<file path="src/rtl/v_pkg.sv">
// Shared field types and constants for the list-engine update path.
// No latency or flow control: types and constants only.
package v_pkg;

    localparam int UPD_TX_DEPTH = 4;

    typedef logic [7:0]  id_t;
    typedef logic [3:0]  cmd_t;
    typedef logic [15:0] key_t;
    typedef logic [11:0] size_t;

    localparam int UPD_PAY_W = $bits(id_t) + $bits(cmd_t) + $bits(key_t) + $bits(size_t);

    localparam logic [1:0] ST_IDLE  = 2'd0;
    localparam logic [1:0] ST_ISSUE = 2'd1;
    localparam logic [1:0] ST_HOLD  = 2'd2;

endpackage

</file>
<file path="src/rtl/v_upd_tx_q.sv">
// Request queue for v_upd_tx: DEPTH-entry FIFO; a pushed entry is poppable the next cycle.
// Pushes are refused while full, even in a cycle that also pops.
module v_upd_tx_q
    import v_pkg::*;
#(
    parameter int DEPTH = UPD_TX_DEPTH,
    parameter int W     = UPD_PAY_W
) (
    input  logic         clk,
    input  logic         rst_n,
    input  logic         i_push,
    input  logic [W-1:0] i_push_dat,
    input  logic         i_pop,
    output logic [W-1:0] o_pop_dat,
    output logic         o_full,
    output logic         o_empty,
    output logic         o_empty_nxt
);

    localparam int AW = $clog2(DEPTH);
    localparam int PW = AW + 1;

    logic [W-1:0]  mem [DEPTH];
    logic [PW-1:0] wr_ptr;
    logic [PW-1:0] rd_ptr;
    logic [PW-1:0] wr_ptr_nxt;
    logic [PW-1:0] rd_ptr_nxt;
    logic          push_acc;
    logic          pop_acc;

    // Extra pointer MSB tells a wrapped (full) queue apart from an empty one.
    assign o_full   = (wr_ptr[AW] != rd_ptr[AW]) && (wr_ptr[AW-1:0] == rd_ptr[AW-1:0]);
    assign o_empty  = (wr_ptr == rd_ptr);
    assign push_acc = i_push && !o_full;
    assign pop_acc  = i_pop && !o_empty;

    assign wr_ptr_nxt  = wr_ptr + PW'(push_acc);
    assign rd_ptr_nxt  = rd_ptr + PW'(pop_acc);
    assign o_empty_nxt = (wr_ptr_nxt == rd_ptr_nxt);
    assign o_pop_dat   = mem[rd_ptr[AW-1:0]];

    always_ff @(posedge clk or negedge rst_n) begin
        if (!rst_n) begin
            wr_ptr <= '0;
            rd_ptr <= '0;
        end else begin
            wr_ptr <= wr_ptr_nxt;
            rd_ptr <= rd_ptr_nxt;
        end
    end

    always_ff @(posedge clk) begin
        if (push_acc) begin
            mem[wr_ptr[AW-1:0]] <= i_push_dat;
        end
    end

endmodule

</file>
<file path="src/rtl/v_upd_tx.sv">
// Queues update requests and issues them to the list engine; push-to-strobe 2 cycles, one update per 3 cycles.
// Backpressure: o_req_rdy drops while the queue is full; issue waits in IDLE while i_busy_r is high.
module v_upd_tx
    import v_pkg::*;
#(
    parameter int DEPTH = UPD_TX_DEPTH
) (
    input  logic        clk,
    input  logic        rst_n,
    input  logic        i_req_vld,
    input  id_t         i_req_prod_id,
    input  cmd_t        i_req_cmd,
    input  key_t        i_req_key,
    input  size_t       i_req_size,
    output logic        o_req_rdy,
    output logic        o_upd_vld_r,
    output id_t         o_upd_prod_id_r,
    output cmd_t        o_upd_cmd_r,
    output key_t        o_upd_key_r,
    output size_t       o_upd_size_r,
    input  logic        i_busy_r,
    output logic        o_empty_r,
    output logic [15:0] o_issued_cnt_r
);

    logic [UPD_PAY_W-1:0] q_pop_dat;
    logic                 q_full;
    logic                 q_empty;
    logic                 q_empty_nxt;
    logic                 pop_go;
    logic [1:0]           state;
    logic [1:0]           state_nxt;
    logic [15:0]          issued_cnt_q;
    id_t                  pop_prod_id;
    cmd_t                 pop_cmd;
    key_t                 pop_key;
    size_t                pop_size;

    v_upd_tx_q #(
        .DEPTH (DEPTH),
        .W     (UPD_PAY_W)
    ) u_q (
        .clk         (clk),
        .rst_n       (rst_n),
        .i_push      (i_req_vld),
        .i_push_dat  ({i_req_prod_id, i_req_cmd, i_req_key, i_req_size}),
        .i_pop       (pop_go),
        .o_pop_dat   (q_pop_dat),
        .o_full      (q_full),
        .o_empty     (q_empty),
        .o_empty_nxt (q_empty_nxt)
    );

    assign o_req_rdy = !q_full;
    assign {pop_prod_id, pop_cmd, pop_key, pop_size} = q_pop_dat;

    // Busy only matters in IDLE; HOLD absorbs the engine's registered busy delay.
    assign pop_go = (state == ST_IDLE) && !q_empty && !i_busy_r;

    always_comb begin
        state_nxt = state;
        case (state)
            ST_IDLE:  if (pop_go) state_nxt = ST_ISSUE;
            ST_ISSUE: state_nxt = ST_HOLD;
            ST_HOLD:  state_nxt = ST_IDLE;
            default:  state_nxt = ST_IDLE;
        endcase
    end

    always_ff @(posedge clk or negedge rst_n) begin
        if (!rst_n) begin
            state           <= ST_IDLE;
            o_upd_vld_r     <= 1'b0;
            o_upd_prod_id_r <= '0;
            o_upd_cmd_r     <= '0;
            o_upd_key_r     <= '0;
            o_upd_size_r    <= '0;
            issued_cnt_q    <= '0;
            o_empty_r       <= 1'b1;
        end else begin
            state       <= state_nxt;
            o_upd_vld_r <= pop_go;
            o_empty_r   <= q_empty_nxt && (state_nxt == ST_IDLE);
            if (pop_go) begin
                o_upd_prod_id_r <= pop_prod_id;
                o_upd_cmd_r     <= pop_cmd;
                o_upd_key_r     <= pop_key;
                o_upd_size_r    <= pop_size;
                issued_cnt_q    <= issued_cnt_q + 16'd1;
            end
        end
    end

    assign o_issued_cnt_r = issued_cnt_q;

endmodule

</file>
<file path="config.mk">
export PLATFORM = sky130hd
export DESIGN_NAME = v_upd_tx
export DESIGN_NICKNAME = d
export VERILOG_FILES = /design/src/rtl/v_pkg.sv /design/src/rtl/v_upd_tx_q.sv /design/src/rtl/v_upd_tx.sv
export SDC_FILE = /design/constraint.sdc
export NUM_CORES = 1
export LEC_CHECK = 0
export CORE_UTILIZATION = 59
export CTS_BUF_LIST = sky130_fd_sc_hd__clkbuf_4 sky130_fd_sc_hd__clkbuf_8 sky130_fd_sc_hd__clkbuf_16
export DETAILED_ROUTE_END_ITERATION = 7
export PLACE_DENSITY = 0.82
export SYNTH_ARGS = -nofsm -noshare
export SYNTH_HDL_FRONTEND = slang
export SYNTH_SLANG_ARGS = --single-unit
</file>
<file path="constraint.sdc">
create_clock -name clk -period 13.7 [get_ports clk]
set_input_delay 1.37 -clock clk [delete_from_list [all_inputs] [get_ports clk]]
set_output_delay 1.37 -clock clk [all_outputs]
set_load 0.01 [all_outputs]
</file>
==> results of run 1 <==
==> cell usage after synthesis <==
library cell and n:
buf_6 2, nor2b_1 1, nor3_1 4, mux4_2 40, nor3b_1 2, nand3_1 7, xnor2_1 16, ha_1 5
nand4_1 7, or3_4 1, dfstp_2 1, inv_1 2, edfxtp_1 160, buf_4 1, mux2_1 3, nand2_1 9
and3_1 2, mux2_2 38, xnor2_2 2, clkbuf_1 4, a31oi_4 1, and2_1 1, nand3b_1 1, dfrtp_1 65
nor2_1 4, buf_2 9, xor2_1 5, a31oi_1 2
==> stage by stage <==
stage / hold slack [ns] / setup slack, ns / instances / utilization [%] / total power (W)
2_1_floorplan: 0.415 / 8.76 / 395 / - / 0.00151
3_3_place_gp: 0.435 / 10.12 / 666 / 69.2 / 0.00176
3_5_place_dp: 0.440 / 10.10 / 666 / 69.2 / 0.00179
4_1_cts: 0.449 / 9.65 / 710 / 75.3 / 0.00247
5_1_grt: 0.488 / 9.58 / 710 / 75.3 / 0.00256
6_report: 0.450 / 9.69 / 710 / 75.3 / 0.00244
==> layout by cell type, fill, tap and decap left out, types with 4 or more instances in the layout <==
| master | n |
|---|---|
| clkbuf_8 | 5 |
| nand2_1 | 9 |
| dfrtp_1 | 63 |
| mux2_2 | 38 |
| xnor2_1 | 16 |
| nand3_1 | 7 |
| clkdlybuf4s50_1 | 101 |
| ha_1 | 5 |
| edfxtp_1 | 160 |
| clkbuf_16 | 24 |
| nand4_1 | 7 |
| mux4_2 | 40 |
| nor2_1 | 4 |
| buf_4 | 6 |
| clkbuf_4 | 5 |
| xor2_1 | 5 |
==> cells by family (layout without fill, tap and decap cells) <==
logic type | Yosys count | in the layout
AO/OA/AOI/OAI | 3 | 3
XOR/XNOR | 23 | 23
adder cells (fa/ha/maj) | 5 | 5
buffers and inverters | 18 | 153
flip-flops | 226 | 226
multiplexers | 81 | 81
AND/OR/NAND/NOR | 39 | 39
==> cell type report <==
type / count / share of cell area (%)
inverter: 2 / 0.0715
sequential: 226 / 61.6
clock inverter: 10 / 1.34
tap: 180 / 2.15
clock buffer: 34 / 6.74
multi-input combinational: 151 / 18.1
timing repair buffer: 107 / 10.1
==> worst max-delay path, cell delays in order, from the launching register on <==
cell and delay (ns):
dfrtp_2 1.11, xnor2_2 0.25, nand3b_1 0.19, clkdlybuf4s50_1 0.58
==> where the power goes <==
| part | switching (W) | internal (W) |
|---|---|---|
| combinational | 0.000277 | 0.000398 |
| sequential | 0.000149 | 0.000944 |
| clock | 0.000254 | 0.000418 |
| total | 0.000680 | 0.00176 |
==> routing by layer <==
layer	routed length, um	part of all wire (%)	vias to the layer above
li1	-	-	1803
met1	6190	42	2156
met2	7670	51	137
met3	855	5.7	20
met4	178	1.2	0
met5	0	0	-
==> state kept, by name, summed over array words and instances (netlist names) <==
register / cells
o_upd_key_r: 16
o_upd_prod_id_r: 8
u_q.rd_ptr: 3
o_issued_cnt_r: 16
u_q.wr_ptr: 3
o_upd_size_r: 12
o_empty_r: 1
o_upd_cmd_r: 4
u_q.mem: 160
o_upd_vld_r: 1
state: 2
==> path summary, 6_finish.rpt <==
| check | from | to | cells after the start |
|---|---|---|---|
| setup / recovery | u_q.rd_ptr[1] | o_req_rdy | 3 |
| hold / removal | state[1] | state[1] | 1 |
| setup reg to reg | u_q.rd_ptr[1] | u_q.mem[1][1] | 5 |
| hold reg to reg | state[1] | state[1] | 1 |
| max in group asynchronous | rst_n | u_q.rd_ptr[0] | 1 |
| min in group asynchronous | rst_n | o_upd_key_r[12] | 1 |
==> metrics.yaml, run 1 <==
routed_wl_um: 14900
nNetsFinal: 561
cts_tree: "built"
track_usage_pct: 21.7
muxShareOfSynthArea_pct: 16.2
antennaDiodeCount: 0
placed_area_um2: 9650
overflow: 0
synth_area_leaders: "edfxtp_1, dfrtp_1, mux4_2, mux2_2, xnor2_1"
yosys.area.top_type: "edfxtp_1"
critPathKind: "reg -> out"
hold_class: "reg -> reg"
grt_pass1_wl_um: 23900
r2r_slack_ns: 10.38
htreeDepth: 1
cp_data_arrival_time_ns: 2.64
multi_input_area_um2: 1900
cts_root_buf: "clkbuf_16"
die_area_um2: 14800
setup_violations: 0
die_h_um: 122
post_cts_buffers: 0
cts_resized: 0
stdcell_area_um2: 10500
worst_pin_slew_ns: 1.13
use_met3_pct: 4.49
synth_xor_area_share_pct: 2.57
routabilityCongestion: 0.769
min_period_ns: 4.01
status: "completed"
vias: 4116
ir_drop_uv: 153
ant_nets: 0
synth-compound-area-share_pct: 0.400
portBuffers: 102
drtPass1Iterations: 4
synth-adder-area-share_pct: 0.742
antenna_found_initial: 0
synth_simple_gate_area_share_pct: 2.45
synth_warnings: 0
cts_max_path_buffers: 3
met2_usage_pct: 36.2
period_share_pct: 29.3
synth_cells: 395
numCtsBuffers: 24
nFillCells: 789
busiest_layer: "met2"
grt_max_degree: 67
rsz0062_at_grt: "false"
fp-row-count: 43
drt-initial-drc-count: 199
drv_slew: 0
synth_fp_nets: 444
synthToLayoutAreaGrowth_pct: 24.4
boundaryPins: 103
hold_viol_final: 0
wl_per_cell_um: 21.0
place_hpwl_um: 8210
cts.sinks: 226
maxSlewHeadroom_pct: 25.0
fin_worst_skew_ns: 0.0106
ys_seq_area_share_pct: 76.5
cp_max_fo: 42
p_leak_nw: 3.70
startpoint_type: "flip-flop"
setup_tns_ns: 0
max_freq_ghz: 0.249
met1_usage_pct: 29.4
synth_top_family_by_area: "multiplexers"
ff_latch_area_um2: 6460
start_util_pct: 60.5
grt_pass1_vias: 4451
avgSynthCellArea_um2: 21.4
drv_cap: 0
synth_top_area_share_pct: 56.9
required_ns: 12.33
drive_gt1_share_pct: 25.8
synth_cell_types: 28
die_x_um: 122
hold_buffers: 0
drcViolationCount: 0
path_clk_slew_ns: 0.06
synth_area_um2: 8440
synth_seq_cells: 226
powerDensity_nw_per_um2: 232
core_um2: 13900
clk_latency_ns: 0.51
vias_per_cell: 5.80
end_kind: "primary output"
Note: power is estimated with default switching activity, not from simulation.
==> run 2, diff against run 1 <==
--- a/config.mk
+++ b/config.mk
@@ -5,10 +5,10 @@
 export SDC_FILE = /design/constraint.sdc
 export NUM_CORES = 1
 export LEC_CHECK = 0
-export CORE_UTILIZATION = 59
+export CORE_UTILIZATION = 55
 export CTS_BUF_LIST = sky130_fd_sc_hd__clkbuf_4 sky130_fd_sc_hd__clkbuf_8 sky130_fd_sc_hd__clkbuf_16
 export DETAILED_ROUTE_END_ITERATION = 7
-export PLACE_DENSITY = 0.82
+export PLACE_DENSITY = 0.77
 export SYNTH_ARGS = -nofsm -noshare
 export SYNTH_HDL_FRONTEND = slang
 export SYNTH_SLANG_ARGS = --single-unit
==> constraint.sdc (replaced) <==
create_clock -name clk -period 3.75 [get_ports clk]
set_input_delay 0.375 -clock clk [delete_from_list [all_inputs] [get_ports clk]]
set_output_delay 0.375 -clock clk [all_outputs]
set_load 0.01 [all_outputs]
==> run 2 against run 1 <==
Against the previous run:
- critical path depth is the same
- sequential power grew to 3.5 times the previous value
- non-clock buffer count grew 9
==> metrics.yaml, run 2 (synthesis results as in run 1) <==
status: "completed"
numCtsBuffers: 23
htreeDepth: 1
powerDensity_nw_per_um2: 836
drcViolationCount: 0
max_freq_ghz: 0.408
clk_latency_ns: 0.49
setup_violations: 0
nFillCells: 934
wl_per_cell_um: 21.0
startpoint_type: "flip-flop"
timing.rr.end: "u_q.mem[3][12]"
end_kind: "primary output"
largest_reg_flops: 160
drive_gt1_share_pct: 27.1
drt-initial-drc-count: 159
cp_data_arrival_time_ns: 2.08
grt_pass1_wl_um: 24400
antennaDiodeCount: 0
fp-row-count: 44
required_ns: 3.38
min_period_ns: 2.45
boundaryPins: 103
hold_class: "in -> async"
fin_hold_ws_ns: 0.0215
overflow: 0
drv_slew: 0
cts.sinks: 226
post_cts_buffers: 0
antenna_found_initial: 0
setup_slack_ns: 1.30
cts_max_path_buffers: 3
p_leak_nw: 3.71
die_h_um: 126
maxSlewHeadroom_pct: 37.7
hold_viol_final: 0
layout_commonest_cell: "edfxtp_1"
grt_pass1_vias: 4487
placed_area_um2: 9720
dp.cells: 679
drtPass1Iterations: 4
routabilityCongestion: 0.738
routed_wl_um: 15100
cts_tree: "built"
track_usage_pct: 20.5
synthToLayoutAreaGrowth_pct: 24.3
hold_buffers: 0
layout.cells.non_filler: 720
r2r_slack_ns: 1.30
nNetsFinal: 569
start_util_pct: 57.2
final_cell_mix: "edfxtp_1, clkdlybuf4s50_1, dfrtp_1, mux4_2, mux2_2"
die_x_um: 126
cts_root_buf: "clkbuf_16"
vias_per_cell: 5.67
drv_cap: 0
critPathKind: "reg -> out"
ant_nets: 0
cts_resized: 0
place_hpwl_um: 9010
path_clk_slew_ns: 0.06
fin_worst_skew_ns: 0.00785
stdcell_area_um2: 10500
ir_drop_uv: 675
vias: 4082
die_area_um2: 15800
portBuffers: 102
period_share_pct: 65.4
rsz0062_at_grt: "false"
grt_max_degree: 67
critical_path.reg2reg.startpoint: "u_q.rd_ptr[2]"
reg2regPathDepth: 6
cp_max_fo: 4
pre_cts_ws_ns: 1.30
worst_pin_slew_ns: 0.934
core_um2: 14800
-- run 2: per-layer routing --
layer  GRT usage, %  part of all wire [%]  vias to the layer above
met5              0                     0                        -
met4           5.67                   1.8                        0
met3           3.99                   4.9                       23
met2           35.7                    51                      119
met1           26.7                    42                     2130
li1               -                     -                     1810
-- run 2: area by class of cell --
cell class / count / area [um^2] / area share, %
Sequential cell: 226 / 6460 / 61.6
Multi-Input combinational cell: 151 / 1900 / 18.1
Timing Repair Buffer: 116 / 1120 / 10.7
Clock buffer: 35 / 684 / 6.53
Tap cell: 184 / 230 / 2.20
Clock inverter: 6 / 80.1 / 0.764
Inverter: 2 / 7.51 / 0.0716
-- run 2: worst max-delay path, cell delays in order (launching register included) --
cell and delay, ns:
dfrtp_1 0.40, xnor2_1 0.41, nand3b_1 0.19, clkdlybuf4s50_1 0.58
-- run 2: metrics by stage --
stage / setup TNS [ns] / power, W / utilization [%]
global route: 0 / 0.00920 / 71.1
finish: 0 / 0.00877 / 71.1
global placement: 0 / 0.00649 / 65.9
detailed placement: 0 / 0.00660 / 65.9
floorplan: -84.61 / 0.00551 / -
CTS: 0 / 0.00888 / 71.1
-- run 2: worst max-delay path by stage --
stage,from,endpoint,slack (ns),depth (start not counted)
2_1_floorplan,u_q.rd_ptr[2],u_q.mem[1][0],-0.79,4
6_report,u_q.rd_ptr[2],o_req_rdy,1.30,3
3_3_place_gp,u_q.rd_ptr[2],u_q.mem[3][14],1.40,6
5_1_grt,u_q.rd_ptr[2],u_q.mem[3][23],1.13,6
3_5_place_dp,u_q.rd_ptr[2],u_q.mem[3][39],1.30,6
4_1_cts,u_q.rd_ptr[2],u_q.mem[3][12],1.28,6
-- run 2: power by group --
group | switching [W] | internal [W]
sequential | 0.000319 | 0.00345
combinational | 0.00125 | 0.00149
clock | 0.000859 | 0.00139
==> run 3, diff against run 2 <==
==> constraint.sdc (replaced) <==
create_clock -name clk -period 2.45 [get_ports clk]
set_input_delay 0.245 -clock clk [delete_from_list [all_inputs] [get_ports clk]]
set_output_delay 0.245 -clock clk [all_outputs]
set_load 0.01 [all_outputs]
==> run 3 against run 2 <==
Against the previous run:
- count of clock-buffer cells in the layout down 5
- sequential share of layout area decreased by 0.26 points
- via count grew 0.27%
- global-route usage shrank 0.79 points
==> metrics.yaml, run 3 (synthesis results as in run 1) <==
status: "completed"
wl_per_cell_um: 20.6
r2r_slack_ns: 0.19
p_seq_share_pct: 43.1
nFillCells: 905
multi_input_area_um2: 1930
min_period_ns: 2.26
drv_cap: 0
boundaryPins: 103
drv_slew: 0
cts_root_buf: "clkbuf_16"
core_um2: 14800
htreeDepth: 1
ir_drop_uv: 764
p_comb_share_pct: 32.4
dp.cells: 679
timing.rr.end: "o_empty_r"
critical_path.reg2reg.startpoint: "u_q.wr_ptr[0]"
routed_wl_um: 14900
cts_max_path_buffers: 3
end_kind: "primary output"
cp-startpoint: "u_q.wr_ptr[0]"
fin_worst_skew_ns: 0.0135
antennaDiodeCount: 0
period_share_pct: 92.4
drcViolationCount: 0
cp_data_arrival_time_ns: 2.02
rsz0062_at_grt: "false"
hold_class: "in -> async"
nNetsFinal: 571
cts_resized: 0
grt_pass1_wl_um: 23500
drive_gt1_share_pct: 27.1
crit_path_end: "o_req_rdy"
die_h_um: 126
routabilityCongestion: 0.726
overflow: 0
maxSlewHeadroom_pct: 54.9
ff_latch_area_um2: 6460
layout_commonest_cell: "edfxtp_1"
vias_per_cell: 5.66
start_util_pct: 57.2
drtPass1Iterations: 4
path_clk_slew_ns: 0.06
worst_pin_slew_ns: 0.677
p_switching_w: 0.00380
cts.sinks: 226
cp_max_fo: 6
fin_hold_ws_ns: 0.328
fp-row-count: 44
startpoint_type: "flip-flop"
grt_max_degree: 59
vias: 4093
reg2regPathDepth: 10
cts_tree: "built"
synthToLayoutAreaGrowth_pct: 24.8
track_usage_pct: 19.7
p_clk_share_pct: 24.5
p_leak_nw: 3.71
place_hpwl_um: 9030
ant_nets: 0
hold_viol_final: 0
final_cell_mix: "edfxtp_1, clkdlybuf4s50_1, dfrtp_1, mux4_2, mux2_2"
grt_pass1_vias: 4355
numCtsBuffers: 23
pre_cts_ws_ns: 0.199
setup_slack_ns: 0.186
largest_reg_flops: 160
die_area_um2: 15800
max_freq_ghz: 0.442
drt-initial-drc-count: 137
swShare_pct: 28.5
portBuffers: 102
setup_tns_ns: 0
required_ns: 2.20
antenna_found_initial: 0
critPathKind: "reg -> out"
clk_latency_ns: 0.51
internal-power_w: 0.00953
layout.cells.non_filler: 723
powerDensity_nw_per_um2: 1270
fin_util_pct: 71.4
die_x_um: 126
setup_violations: 0
-- run 3: cell types whose count changed in the layout (fill, tap and decap cells not counted), moves of 2 or more --
cell,previous run,this run
buf_12,0,3
buf_4,15,13
bufinv_16,2,0
clkbuf_4,9,4
clkinv_1,0,3
clkinvlp_4,0,3
nor3b_2,2,0
nor3b_4,0,2
-- run 3: repair_timing --
item	4_1_cts	5_1_grt
setup buffers	0	1
endpoints found under the hold margin	46	0
endpoints found under the setup margin	0	1
hold buffers	1	0
-- run 3: final cells by class --
cell class / count / area share, %
well taps: 184 / 2.19
flip-flops and latches: 226 / 61.4
clock buffers: 30 / 6.14
inverters: 2 / 0.0713
repair buffers: 118 / 11.2
multi-input cells: 151 / 18.3
clock inverters: 12 / 0.748
-- run 3: through the flow --
step,total power [W],area (um^2)
after global placement,0.0100,9790
after CTS,0.0135,10500
after global routing,0.0140,10500
final,0.0133,10500
after floorplan,0.00846,8480
after detailed placement,0.0102,9790
-- run 3: worst min path at each step --
stage / endpoint / slack [ns] / depth (start not counted)
2_1_floorplan: o_issued_cnt_r[0] / -0.05 / 0
3_3_place_gp: o_upd_prod_id_r[5] / 0.33 / 1
3_5_place_dp: o_upd_prod_id_r[2] / 0.34 / 1
4_1_cts: o_upd_key_r[8] / 0.35 / 2
5_1_grt: u_q.mem[2][23] / 0.36 / 1
6_report: o_upd_cmd_r[0] / 0.33 / 2
-- run 3: metal layers --
metal	part of all wire (%)	wire [um]	track usage, %
met1	43	6420	26.3
met2	50	7530	34.1
met3	5.0	743	3.99
met4	1.6	235	4.25
met5	0	0	0
-- run 3: critical path: stages (launching register included) --
cell and delay (ns):
dfrtp_1 0.51, xnor2_2 0.31, nand3b_1 0.14, clkdlybuf4s50_1 0.55
-- run 3: power by group through the flow --
| stage | clock network [W] | logic [W] | registers, W |
|---|---|---|---|
| global route | 0.00348 | 0.00466 | 0.00585 |
| finish | 0.00326 | 0.00432 | 0.00575 |
| CTS | 0.00333 | 0.00439 | 0.00577 |
| floorplan | 0 | 0.00256 | 0.00590 |
| detailed placement | 0 | 0.00437 | 0.00583 |
| global placement | 0 | 0.00427 | 0.00576 |
